## src/rtl/hex_scroll_ctrl_pkg.sv

```systemverilog
// hex_scroll_pkg: shared definitions for the HEX3..HEX0 scrolling message controller.
//   GLYPH_W         glyph code width
//   glyph_t         glyph code type
//   ST_*            controller state encoding (IDLE/LOAD/SCROLL/HOLD)
//   GL_*            named glyph codes (5'h00-5'h0F are hex digits 0-F)
//   SEG_BLANK       all segments off (active-low)
// Optional feature macro used by the controller: HEX_SCROLL_DIR_EN.
package hex_scroll_pkg;

    localparam int GLYPH_W = 5;

    typedef logic [GLYPH_W-1:0] glyph_t;

    localparam logic [1:0] ST_IDLE   = 2'd0;
    localparam logic [1:0] ST_LOAD   = 2'd1;
    localparam logic [1:0] ST_SCROLL = 2'd2;
    localparam logic [1:0] ST_HOLD   = 2'd3;

    localparam glyph_t GL_BLANK = 5'h10;
    localparam glyph_t GL_DASH  = 5'h11;
    localparam glyph_t GL_H     = 5'h12;
    localparam glyph_t GL_L     = 5'h13;
    localparam glyph_t GL_P     = 5'h14;
    localparam glyph_t GL_U     = 5'h15;

    localparam logic [6:0] SEG_BLANK = 7'h7F;

endpackage

```

## src/rtl/hex_scroll_ctrl_if.sv

```systemverilog
// hex_scroll_ctrl_if: glyph write port (valid/ready).
//   wr_valid  host offers a glyph
//   wr_ready  controller can accept a glyph
//   wr_glyph  glyph code
//   wr_last   final glyph of the message
// Modports: master = host side, slave = controller side.
interface hex_scroll_ctrl_if;
    import hex_scroll_pkg::*;

    logic   wr_valid;
    logic   wr_ready;
    glyph_t wr_glyph;
    logic   wr_last;

    modport master (output wr_valid, output wr_glyph, output wr_last, input wr_ready);
    modport slave  (input wr_valid, input wr_glyph, input wr_last, output wr_ready);

endinterface

```

## src/rtl/hex_glyph_dec.sv

```systemverilog
// hex_glyph_dec: combinational glyph code -> 7-segment pattern.
//   glyph  in  glyph code
//   seg    out segments {g,f,e,d,c,b,a}, active-low
// Unassigned codes decode as blank.
module hex_glyph_dec
    import hex_scroll_pkg::*;
(
    input  glyph_t     glyph,
    output logic [6:0] seg
);

    always_comb begin
        seg = SEG_BLANK;
        case (glyph)
            5'h00:   seg = 7'h40;
            5'h01:   seg = 7'h79;
            5'h02:   seg = 7'h24;
            5'h03:   seg = 7'h30;
            5'h04:   seg = 7'h19;
            5'h05:   seg = 7'h12;
            5'h06:   seg = 7'h02;
            5'h07:   seg = 7'h78;
            5'h08:   seg = 7'h00;
            5'h09:   seg = 7'h10;
            5'h0A:   seg = 7'h08;
            5'h0B:   seg = 7'h03;
            5'h0C:   seg = 7'h46;
            5'h0D:   seg = 7'h21;
            5'h0E:   seg = 7'h06;
            5'h0F:   seg = 7'h0E;
            GL_DASH: seg = 7'h3F;
            GL_H:    seg = 7'h09;
            GL_L:    seg = 7'h47;
            GL_P:    seg = 7'h0C;
            GL_U:    seg = 7'h41;
            default: seg = SEG_BLANK;
        endcase
    end

endmodule

```

## src/rtl/hex_scroll_ctrl.sv

```systemverilog
// hex_scroll_ctrl: loadable glyph buffer scrolled across HEX3..HEX0.
//   clk, rst_n   clock, asynchronous active-low reset
//   clr          synchronous clear back to IDLE with an empty buffer
//   run          1 = scroll advances, 0 = freeze (HOLD)
//   dir          (only with HEX_SCROLL_DIR_EN) 0 = scroll left, 1 = scroll right
//   wr           glyph write port (slave side)
//   hex3..hex0   registered active-low segment patterns, hex3 leftmost
// Optional feature macro: HEX_SCROLL_DIR_EN adds the dir input.
//
// state  | meaning
// IDLE   | buffer empty, display blank, waiting for first glyph
// LOAD   | accepting further glyphs, display blank
// SCROLL | prescaler running, pos advances on each tick
// HOLD   | prescaler, pos and display frozen
module hex_scroll_ctrl
    import hex_scroll_pkg::*;
#(
    parameter int CLK_HZ    = 50_000_000,
    parameter int STEP_HZ   = 4,
    parameter int MSG_DEPTH = 16
) (
    input  logic               clk,
    input  logic               rst_n,
    input  logic               clr,
    input  logic               run,
`ifdef HEX_SCROLL_DIR_EN
    input  logic               dir,
`endif
    hex_scroll_ctrl_if.slave   wr,
    output logic [6:0]         hex3,
    output logic [6:0]         hex2,
    output logic [6:0]         hex1,
    output logic [6:0]         hex0
);

    localparam int DIV   = CLK_HZ / STEP_HZ;
    localparam int CNT_W = $clog2(DIV);
    localparam int LEN_W = $clog2(MSG_DEPTH + 1);
    localparam int POS_W = (MSG_DEPTH > 1) ? $clog2(MSG_DEPTH) : 1;

    localparam logic [CNT_W-1:0] CNT_MAX  = CNT_W'(DIV - 1);
    localparam logic [LEN_W-1:0] LAST_IDX = LEN_W'(MSG_DEPTH - 1);

    logic [1:0]       state_q;
    logic [LEN_W-1:0] len_q;
    logic [POS_W-1:0] pos_q;
    logic [CNT_W-1:0] cnt_q;
    glyph_t           buf_q [MSG_DEPTH];

    logic             accept;
    logic             tick;
    logic             show;
    logic [LEN_W-1:0] len_m1;
    logic [POS_W-1:0] idx0, idx1, idx2, idx3;
    logic [POS_W-1:0] pos_step;
    logic [6:0]       seg3, seg2, seg1, seg0;

    // Successor/predecessor within 0..len-1, wrapping by compare so no modulo is needed.
    function automatic logic [POS_W-1:0] idx_inc(input logic [POS_W-1:0] i,
                                                 input logic [LEN_W-1:0] last);
        return (LEN_W'(i) == last) ? '0 : i + POS_W'(1);
    endfunction

    function automatic logic [POS_W-1:0] idx_dec(input logic [POS_W-1:0] i,
                                                 input logic [LEN_W-1:0] last);
        return (i == '0) ? last[POS_W-1:0] : i - POS_W'(1);
    endfunction

    assign wr.wr_ready = (state_q == ST_IDLE) || (state_q == ST_LOAD);
    assign accept      = wr.wr_valid && wr.wr_ready;
    assign tick        = (state_q == ST_SCROLL) && run && (cnt_q == CNT_MAX);
    assign show        = (state_q == ST_SCROLL) || (state_q == ST_HOLD);
    assign len_m1      = len_q - LEN_W'(1);

    // Chained wrap handles len < 4, where the message repeats across the digits.
    assign idx0 = pos_q;
    assign idx1 = idx_inc(idx0, len_m1);
    assign idx2 = idx_inc(idx1, len_m1);
    assign idx3 = idx_inc(idx2, len_m1);

`ifdef HEX_SCROLL_DIR_EN
    assign pos_step = dir ? idx_dec(pos_q, len_m1) : idx1;
`else
    assign pos_step = idx1;
`endif

    hex_glyph_dec u_dec3 (.glyph(buf_q[idx0]), .seg(seg3));
    hex_glyph_dec u_dec2 (.glyph(buf_q[idx1]), .seg(seg2));
    hex_glyph_dec u_dec1 (.glyph(buf_q[idx2]), .seg(seg1));
    hex_glyph_dec u_dec0 (.glyph(buf_q[idx3]), .seg(seg0));

    // Buffer contents need no reset: len_q gates what is ever displayed.
    always_ff @(posedge clk) begin
        if (accept && !clr) begin
            buf_q[len_q[POS_W-1:0]] <= wr.wr_glyph;
        end
    end

    always_ff @(posedge clk or negedge rst_n) begin
        if (!rst_n) begin
            state_q <= ST_IDLE;
            len_q   <= '0;
            pos_q   <= '0;
            cnt_q   <= '0;
            hex3    <= SEG_BLANK;
            hex2    <= SEG_BLANK;
            hex1    <= SEG_BLANK;
            hex0    <= SEG_BLANK;
        end else if (clr) begin
            state_q <= ST_IDLE;
            len_q   <= '0;
            pos_q   <= '0;
            cnt_q   <= '0;
            hex3    <= SEG_BLANK;
            hex2    <= SEG_BLANK;
            hex1    <= SEG_BLANK;
            hex0    <= SEG_BLANK;
        end else begin
            hex3 <= show ? seg3 : SEG_BLANK;
            hex2 <= show ? seg2 : SEG_BLANK;
            hex1 <= show ? seg1 : SEG_BLANK;
            hex0 <= show ? seg0 : SEG_BLANK;
            case (state_q)
                ST_IDLE, ST_LOAD: begin
                    if (accept) begin
                        len_q <= len_q + LEN_W'(1);
                        // Filling the last entry ends the load even without wr_last.
                        if (wr.wr_last || (len_q == LAST_IDX)) begin
                            state_q <= ST_SCROLL;
                            pos_q   <= '0;
                            cnt_q   <= '0;
                        end else begin
                            state_q <= ST_LOAD;
                        end
                    end
                end
                ST_SCROLL: begin
                    if (!run) begin
                        state_q <= ST_HOLD;
                    end else if (tick) begin
                        cnt_q <= '0;
                        pos_q <= pos_step;
                    end else begin
                        cnt_q <= cnt_q + CNT_W'(1);
                    end
                end
                ST_HOLD: begin
                    if (run) begin
                        state_q <= ST_SCROLL;
                    end
                end
                default: state_q <= ST_IDLE;
            endcase
        end
    end

endmodule

```

## src/flat_wrapper.sv

```systemverilog
// flat-port wrapper written by rule: the top's interface ports become plain ports
module hex_scroll_ctrl_flat import hex_scroll_pkg::*;
#(
    parameter int CLK_HZ    = 50_000_000,
    parameter int STEP_HZ   = 4,
    parameter int MSG_DEPTH = 16
)
  (clk, rst_n, clr, run, hex3, hex2, hex1, hex0, wr_wr_valid, wr_wr_glyph, wr_wr_last, wr_wr_ready);
  hex_scroll_ctrl_if wr_i ();
  input  logic clk;
  input  logic rst_n;
  input  logic clr;
  input  logic run;
  output logic [6:0] hex3;
  output logic [6:0] hex2;
  output logic [6:0] hex1;
  output logic [6:0] hex0;
  input wire logic [$bits(wr_i.wr_valid)-1:0] wr_wr_valid;
  input wire logic [$bits(wr_i.wr_glyph)-1:0] wr_wr_glyph;
  input wire logic [$bits(wr_i.wr_last)-1:0] wr_wr_last;
  output wire logic [$bits(wr_i.wr_ready)-1:0] wr_wr_ready;
  assign wr_i.wr_valid = wr_wr_valid;
  assign wr_i.wr_glyph = wr_wr_glyph;
  assign wr_i.wr_last = wr_wr_last;
  assign wr_wr_ready = wr_i.wr_ready;
  hex_scroll_ctrl #(.CLK_HZ(CLK_HZ), .STEP_HZ(STEP_HZ), .MSG_DEPTH(MSG_DEPTH)) u_core (.clk(clk), .rst_n(rst_n), .clr(clr), .run(run), .wr(wr_i), .hex3(hex3), .hex2(hex2), .hex1(hex1), .hex0(hex0));
endmodule
```

## config.mk

```make
export PLATFORM = sky130hd
export DESIGN_NAME = hex_scroll_ctrl_flat
export DESIGN_NICKNAME = d
export VERILOG_FILES = /design/src/rtl/hex_scroll_ctrl_pkg.sv /design/src/rtl/hex_scroll_ctrl_if.sv /design/src/rtl/hex_glyph_dec.sv /design/src/rtl/hex_scroll_ctrl.sv /design/src/flat_wrapper.sv
export SDC_FILE = /design/constraint.sdc
export NUM_CORES = 1
export LEC_CHECK = 0
export ABC_AREA = 1
export CAP_MARGIN = 30
export CORE_MARGIN = 10
export CORE_UTILIZATION = 55
export CTS_CLUSTER_SIZE = 30
export DETAILED_ROUTE_END_ITERATION = 16
export HOLD_SLACK_MARGIN = 0.06
export PLACE_DENSITY = 0.73
export SLEW_MARGIN = 20
export SYNTH_ARGS = -nofsm -noshare
export SYNTH_HDL_FRONTEND = slang
export SYNTH_HIERARCHICAL = 1
export SYNTH_SLANG_ARGS = --single-unit
```

## constraint.sdc

```tcl
create_clock -name clk -period 11 [get_ports clk]
set_input_delay 3.3 -clock clk [delete_from_list [all_inputs] [get_ports clk]]
set_output_delay 3.3 -clock clk [all_outputs]
set_load 0.05 [all_outputs]
```

**After elaboration in Yosys (flattened, before gate mapping)**

Memories as Yosys holds them, arrays and structs flattened.
Index checks and enable logic that the tools add are counted.

- Register bits: 63
- RAM bits: 80
- ROM bits: 896
- Input bits: 11
- Output and inout port bits: 29
- Word-level logic and storage cells: 84
- Memories: 5

- Add/subtract/negate cells: 6
- Equality and inequality tests: 14
- Multiplexer cells: 34
- Reductions and logical operators: 17

Memory list:

| name | depth | width | rd ports | clocked after memory_dff | write ports | line | text |
|---|---|---|---|---|---|---|---|
| (name not given) | 32 | 7 | 1 | 0 | 0 | hex_glyph_dec.sv:14 | `case (glyph)` |
| (name not given) | 32 | 7 | 1 | 0 | 0 | hex_glyph_dec.sv:14 |  |
| (name not given) | 32 | 7 | 1 | 0 | 0 | hex_glyph_dec.sv:14 |  |
| (name not given) | 32 | 7 | 1 | 0 | 0 | hex_glyph_dec.sv:14 |  |
| u_core.buf_q | 16 | 5 | 4 | 0 | 1 | hex_scroll_ctrl.sv:48 | `glyph_t buf_q [MSG_DEPTH];` |

Operators with widths:

| kind | number |
|---|---|
| 24-bit two-way mux | 5 |
| 7-bit two-way mux | 8 |
| 24-bit case mux with 2 select lines | 1 |
| 4-bit two-way mux | 8 |
| 24-bit by 1-bit adder with 24-bit output (second input constant) | 1 |
| 24-bit equality test (second input constant) | 1 |
| 4-bit by 5-bit equality test with 1-bit output | 3 |
| 5-bit two-way mux | 3 |
| 4-bit by 1-bit adder with 4-bit output (second input constant) | 3 |
| 2-bit two-way mux | 5 |
| 3-bit by 2-bit inequality test with 1-bit output (second input constant) | 3 |
| 3-bit inequality test (second input constant) | 3 |
| 4-bit case mux with 2 select lines | 1 |
| 2-bit case mux with 3 select lines | 1 |
| 5-bit by 1-bit adder with 5-bit output (second input constant) | 1 |
| 5-bit by 4-bit equality test with 1-bit output (second input constant) | 1 |
| 5-bit AND reduction | 1 |
| 5-bit by 1-bit subtractor with 5-bit output (second input constant) | 1 |
| 2-bit equality test (second input constant) | 2 |
| 1-bit logical AND | 4 |
| 4-bit AND reduction | 1 |
| 2-bit nonzero test | 2 |
| 1-bit logical OR | 3 |
| 3-bit AND reduction | 1 |
| 7 further kinds | 8 |

**Depth between registers and ports, before layout**

An unclocked memory read counts as a cell.

- Word-level depth: 11
- Mapped depth: 36
- Gate-level depth less buffers: 34

**By module**

The synthesis kept the hierarchy.

Modules (own cells, without submodules):

| module | instances | cells an instance | area each (sq um) | sequential area each (sq um) |
|---|---|---|---|---|
| hex_scroll_ctrl | 1 | 1099 | 8775.9 | 4013.8 |
| hex_glyph_dec at u_core.u_dec0 ... | 3 | 80 | 446.7 | 0.0 |
| hex_glyph_dec at u_core.u_dec1 | 1 | 80 | 420.4 | 0.0 |

**Worst setup path before layout**

OpenSTA, ideal clock, no wires.

- Path type: input port to flip-flop
- Start point: input port clr
- End point: register u_core.cnt_q[20]
- Library setup time: 0.123 ns
- Data arrival time: 5.218 ns
- Required time: 10.877 ns
- Path slack: 5.659 ns
- Stages: 17
- Path buffers: 1
- Cells stage by stage: buf_2 nor2_1 inv_1 nor2_1 nand2_1 o21ai_0 nor2_1 inv_1 nor2_1 inv_1 nor2_1 nand3_1 nor2_1 nand3_1 inv_1 nand2_1 o221a_2

- Longest elaborated chain between the ends: 2
- Elaborated cells on any way between the ends: 6
- Classes of those cells: eq/ne: 3; mux: 1; reduce/logical: 2

Ends and longest elaborated chain:

| item | line | text |
|---|---|---|
| from (decl) | flat_wrapper.sv:12 | `input logic clr;` |
| 3-bit by 2-bit inequality test with 1-bit output (no line), or another cell as far along | n/a |  |
| 4-bit AND reduction (no line) | n/a |  |
| to (signal assigned) | hex_scroll_ctrl.sv:144 | `cnt_q <= cnt_q + CNT_W'(1);` |
| to (decl) | hex_scroll_ctrl.sv:47 | `logic [CNT_W-1:0] cnt_q;` |

Several ways; a longest one is shown, not always the timed one.
A chain may end at the register's enable or synchronous reset.

**Final worst setup path**

- Start point: register u_core.len_q[0]
- End point: register u_core.hex0[3]

- Longest elaborated chain between the ends: 11
- Elaborated cells on any way between the ends: 13
- Classes of those cells: add/sub: 3; eq/ne: 3; mux: 5; memory: 2

Ends and longest elaborated chain:

| item | line | text |
|---|---|---|
| from (decl) | hex_scroll_ctrl.sv:45 | `logic [LEN_W-1:0] len_q;` |
| from (signal assigned) | hex_scroll_ctrl.sv:126 | `len_q <= len_q + LEN_W'(1);` |
| 5-bit by 1-bit subtractor with 5-bit output (*) | hex_scroll_ctrl.sv:73 | `assign len_m1 = len_q - LEN_W'(1);` |
| 4-bit by 5-bit equality test with 1-bit output | hex_scroll_ctrl.sv:61 | `return (LEN_W'(i) == last) ? '0 : i + POS_W'(1);` |
| 4-bit two-way mux | hex_scroll_ctrl.sv:61 |  |
| 4-bit by 1-bit adder with 4-bit output or 4-bit by 5-bit equality test with 1-bit output (tied branches) | hex_scroll_ctrl.sv:61 |  |
| 4-bit two-way mux | hex_scroll_ctrl.sv:61 |  |
| 4-bit by 1-bit adder with 4-bit output or 4-bit by 5-bit equality test with 1-bit output (tied branches) | hex_scroll_ctrl.sv:61 |  |
| 4-bit two-way mux (*) | hex_scroll_ctrl.sv:61 |  |
| memory read 16 x 5 bit (*) | n/a |  |
| memory read 32 x 7 bit (*) | n/a |  |
| net u_core.seg0[3] | hex_scroll_ctrl.sv:56 | `logic [6:0] seg3, seg2, seg1, seg0;` |
| 7-bit two-way mux (*) | hex_scroll_ctrl.sv:122 | `hex0 <= show ? seg0 : SEG_BLANK;` |
| 7-bit two-way mux (*) | hex_scroll_ctrl.sv:109 | `end else if (clr) begin` |
| to (signal assigned) | hex_scroll_ctrl.sv:122 |  |
| to (decl) | hex_scroll_ctrl.sv:33 | `output logic [6:0] hex0` |

The timed path passes the listed nets; every way through them passes the cells marked *.

==> summary by stage <==
Worst setup path
The critical path's top delay family is simple AND/OR/NAND/NOR gates. The capture instance of the worst register-to-register path is u_core/hex0[3]. The capturing element type of the critical path is a flop. The type of element launching the critical path is a flop.

The worst-path cell with the longest stage delay is sky130_fd_sc_hd__dfrtp_1. The most critical setup path has its startpoint at u_core/len_q[0]. The worst path arrival time is between 7 and 8 ns. The worst reg-to-reg path cell count is 32. The critical path contains buffers and inverters numbering 7 combined.

The worst register-to-register path begins at u_core/len_q[0]. The highest fanout seen on the critical path is 66. The stage delay of the slowest cell on the critical path is 0.51 ns. STA puts the critical path data required time at 11.35 ns. The worst setup path is of the flop to flop kind. The register-to-register setup slack is 4.17 ns. By instance count, the cell type seen most on the critical path is sky130_fd_sc_hd__nand2_1.

Layout
Once layout is done, the placed cells without fillers occupy 11480 um2. The count of fill cells added during filler insertion is 1659. 0 antenna diodes ended up in the layout.

At the end of the flow the core is filled with cells to just over 60%. The number of nets at the end of the flow is 1470. The share of final-layout standard cells stronger than drive strength 1 is 10.97%. From synthesis to final layout, the design area changed by 8.954%.

STA
The number of hold violations in the final report was 0. Setup repair after global routing left no endpoint under its margin. The tightest hold path in the finished design has a slack of 0.5219 ns.

In the finished design, the share of the clock period the worst path needs comes to 62.10%. Summed over all failing endpoints, the final setup total negative slack is 0 ns. The top achievable clock speed is approximately 150 MHz. The setup-violating endpoint count in the final report is 0.

The max-slew violation total from the final report is 0. The worst-margin pin slew is 0.9216 ns. The maximum clock skew at final layout is 0.009448 ns. In this run the tightest slew margin relative to its limit is 38.09%. The worst path in the final design needs a cycle of 6.831 ns, including I/O delays and setup.

GRT
The number of global-route vias before repair came to approximately 8.5k. The first global-routing pass estimated around 47000 um of wire. Global routing consumed, over all layers together, a little under a quarter of the routing resources. The pin count of the biggest net entering global routing is 77. The number of antenna violations at the first check in global routing is 0. The remaining global-route overflow is 0.

Yosys
The area share of the largest cell type after synthesis is between 20% and 30%. The number of warnings reported in the yosys synthesis log is 6. The number of cells produced by synthesis is 1419.

After synthesis, the mean cell area works out to 7.425 um2. The number of nets in the synthesized netlist is between 1k and 1.5k. The count of flip-flops with a built-in enable after synthesis is 80. Yosys attributes the largest share of cell area to sky130_fd_sc_hd__edfxtp_1 23%, sky130_fd_sc_hd__nand2_1 11%, sky130_fd_sc_hd__dfrtp_1 8.3%, sky130_fd_sc_hd__nand3_1 7.9%, sky130_fd_sc_hd__o21ai_0 7.1%.

Counting distinct cell types in the post-synthesis netlist gives 49. The most common flop cell mapped by yosys is sky130_fd_sc_hd__edfxtp_1. The sequential element share of the synthesized area is 38.10%. The async set-reset flop share out of synthesis is 44.06%.

Of all cell types, the one taking the most synthesized area is sky130_fd_sc_hd__edfxtp_1. After synthesis the netlist holds a flip-flop and latch count of 143. The post-synthesis cell area is 10540 um2.

Routing
After detailed routing, the average wire length per cell comes to 18.05 um. The remaining design rule violation count is 0. The total vias in the final route is just under 10k. The routed via count divided by cell count is around 5.9. Wires add up to roughly 30000 um. The count of routing violations after the opening detailed-route iteration is 1222.

Once detail routing completed, the nets flagged for antenna violations numbered 0. The first TritonRoute pass finished after 6 iterations.

Clocking
The number of buffers created by CTS is 17. The post-CTS clock slew at the launch and capture registers of the worst setup and hold paths is 0.07 ns. TritonCTS built the clock tree. The number of H-tree levels is 4. The cell sitting at the root of the clock tree is a sky130_fd_sc_hd__clkbuf_16. The clock latency on the worst-skew pair is 0.43 ns. The buffer count from post-CTS setup fixing is 0. Buffers inserted to repair hold after CTS numbered 0. The total of cells resized after clock tree synthesis is 0. The clock net in this run drives a total of 143 sinks. Counting along the longest clock path gives a buffer depth of 2.

Power and ir drop
The largest voltage drop on the vdd net is 122.6 uV. For this design the static power due to leakage is 0.004958 uW. In this run the power density over the cells is ~200 nW/um2.

Outcome
The flow ran to the end, and the final reports show no timing, DRC or antenna violations.

Hold path
The worst hold path begins at u_core/cnt_q[7]. Along the worst hold path, the cell count comes to 1. The class of the most critical hold timing path is flop to flop. The path with the worst hold slack has its endpoint at u_core/cnt_q[7].

Floorplan
For this configuration, the core starts out at a cell density of between 50% and 60%. The die is 158.4 um tall. During I/O placement, the number of pins put on the boundary was 40. The floorplan step set the die width to 158.4 um. Row generation in the floorplan step produced 50 rows. The floorplan die area is between 20000 and 30000 um2. The core region is 18770 um2.

Placed design
After detailed placement, the total cell area comes to approximately 11000 um2. The final RePlAce weighted congestion is 0.9850. The total half-perimeter wirelength after legalization and detailed placement is around 23000 um. The number of buffer cells added on primary ports is 39.

Run
The tool flagged a number of max-cap violations equal to 0.
## kinds of logic (layout without fill, tap and decap cells)
logic type | Yosys count | count (layout) | synth area share [%]
compound gates | 340 | 340 | 18.91
xor+xnor | 5 | 5 | 0.4156
fa+ha+maj | 41 | 41 | 4.869
buf+inv | 251 | 263 | 10.58
flops | 143 | 143 | 38.10
simple gates | 639 | 639 | 27.13
## final cells by class
class | count | area [um2] | area share, %
clock buffer | 17 | 425.4 | 3.706
timing repair buffer | 54 | 493.0 | 4.294
tap | 234 | 292.8 | 2.550
multi-input combinational | 1025 | 5418 | 47.19
inverter | 177 | 664.4 | 5.787
clock inverter | 15 | 171.4 | 1.493
sequential | 143 | 4015 | 34.98
## stage by stage
step | instances | total power (uW) | setup slack, ns
detailed placement | 1631 | 1670 | 4.111
floorplan | 1419 | 1495 | 5.659
global route | 1665 | 2439 | 3.523
finish | 1665 | 2269 | 4.169
CTS | 1663 | 2265 | 4.257
global placement | 1631 | 1668 | 4.301
## cells in the mapped netlist, types with 2 or more instances
cell / number
sky130_fd_sc_hd__o22ai_1: 9
sky130_fd_sc_hd__o221ai_1: 10
sky130_fd_sc_hd__buf_2: 13
sky130_fd_sc_hd__buf_12: 3
sky130_fd_sc_hd__xor2_1: 4
sky130_fd_sc_hd__nand2_2: 15
sky130_fd_sc_hd__a221oi_1: 6
sky130_fd_sc_hd__buf_6: 11
sky130_fd_sc_hd__inv_2: 10
sky130_fd_sc_hd__a21oi_1: 84
sky130_fd_sc_hd__nand2_4: 5
sky130_fd_sc_hd__buf_4: 4
sky130_fd_sc_hd__nand4_1: 4
sky130_fd_sc_hd__dfstp_2: 28
sky130_fd_sc_hd__nand3b_1: 2
sky130_fd_sc_hd__nand3_1: 166
sky130_fd_sc_hd__or2_2: 32
sky130_fd_sc_hd__a211oi_1: 8
sky130_fd_sc_hd__nor3_1: 17
sky130_fd_sc_hd__a21oi_2: 3
sky130_fd_sc_hd__o21ai_1: 14
sky130_fd_sc_hd__o21a_1: 3
sky130_fd_sc_hd__inv_1: 166
sky130_fd_sc_hd__nor4_1: 6
sky130_fd_sc_hd__nor2_2: 11
sky130_fd_sc_hd__ha_1: 41
sky130_fd_sc_hd__edfxtp_1: 80
sky130_fd_sc_hd__clkbuf_1: 41
sky130_fd_sc_hd__o2111ai_1: 19
sky130_fd_sc_hd__o211a_1: 2
sky130_fd_sc_hd__o211ai_1: 14
sky130_fd_sc_hd__dfrtp_1: 35
sky130_fd_sc_hd__o311ai_0: 8
sky130_fd_sc_hd__o21ai_0: 149
sky130_fd_sc_hd__o31ai_1: 5
sky130_fd_sc_hd__nor2_1: 76
sky130_fd_sc_hd__nand2_1: 303
## worst register-to-register path, delay by kind of cell (launching register included)
family / cells / cell delay [ns]
AND/OR/NAND/NOR: 21 / 3.24
buffers and inverters: 7 / 1.66
adder cells (fa/ha/maj): 3 / 1.14
flip-flops: 1 / 0.51
XOR/XNOR: 1 / 0.23
## cell usage in the layout, fill, tap and decap left out, drive strengths merged, types with 19 or more instances in the layout
cell type        n
dfrtp           35
nand2          323
nor2            87
o21ai          163
ha              41
a21oi           87
or2             32
dfstp           28
edfxtp          80
nand3          167
inv            185
clkdlybuf4s50   38
o2111ai         19
## how the worst max path moves through the flow
| stage | to | slack, ns | cells past startpoint |
|---|---|---|---|
| finish | u_core/hex0[3] | 4.17 | 32 |
| global placement | u_core/cnt_q[22] | 4.30 | 19 |
| global route | u_core/hex0[3] | 3.52 | 32 |
| floorplan | u_core/cnt_q[20] | 5.66 | 17 |
| CTS | u_core/hex0[3] | 4.26 | 32 |
| detailed placement | u_core/cnt_q[22] | 4.11 | 19 |
## power breakdown
group / total, uW / switching, uW / internal (uW) / leakage [uW]
Combinational: 1070 / 726 / 341 / 0.00317
Sequential: 611 / 9.06 / 602 / 0.00150
Clock: 590 / 249 / 341 / 0.000286
## registers in the layout (all words and copies together), names as in the netlist
register	count
u_core/cnt_q	24
u_core/idx0	4
u_core/len_q	5
u_core/hex2	7
u_core/buf_q	80
u_core/state_q	2
u_core/hex0	7
u_core/hex1	7
u_core/hex3	7
## per-layer routing
layer | track usage [%] | wire length, um | share of wire, % | up-vias
met2 | 34.25 | 12430 | 41 | 541
met4 | 8.293 | 819 | 2.7 | 0
met3 | 4.263 | 3148 | 10 | 49
met1 | 35.54 | 13660 | 45 | 4383
li1 | - | - | - | 4818
met5 | 0 | 0 | 0 | -
No activity file was read; power rests on OpenSTA's default activity.
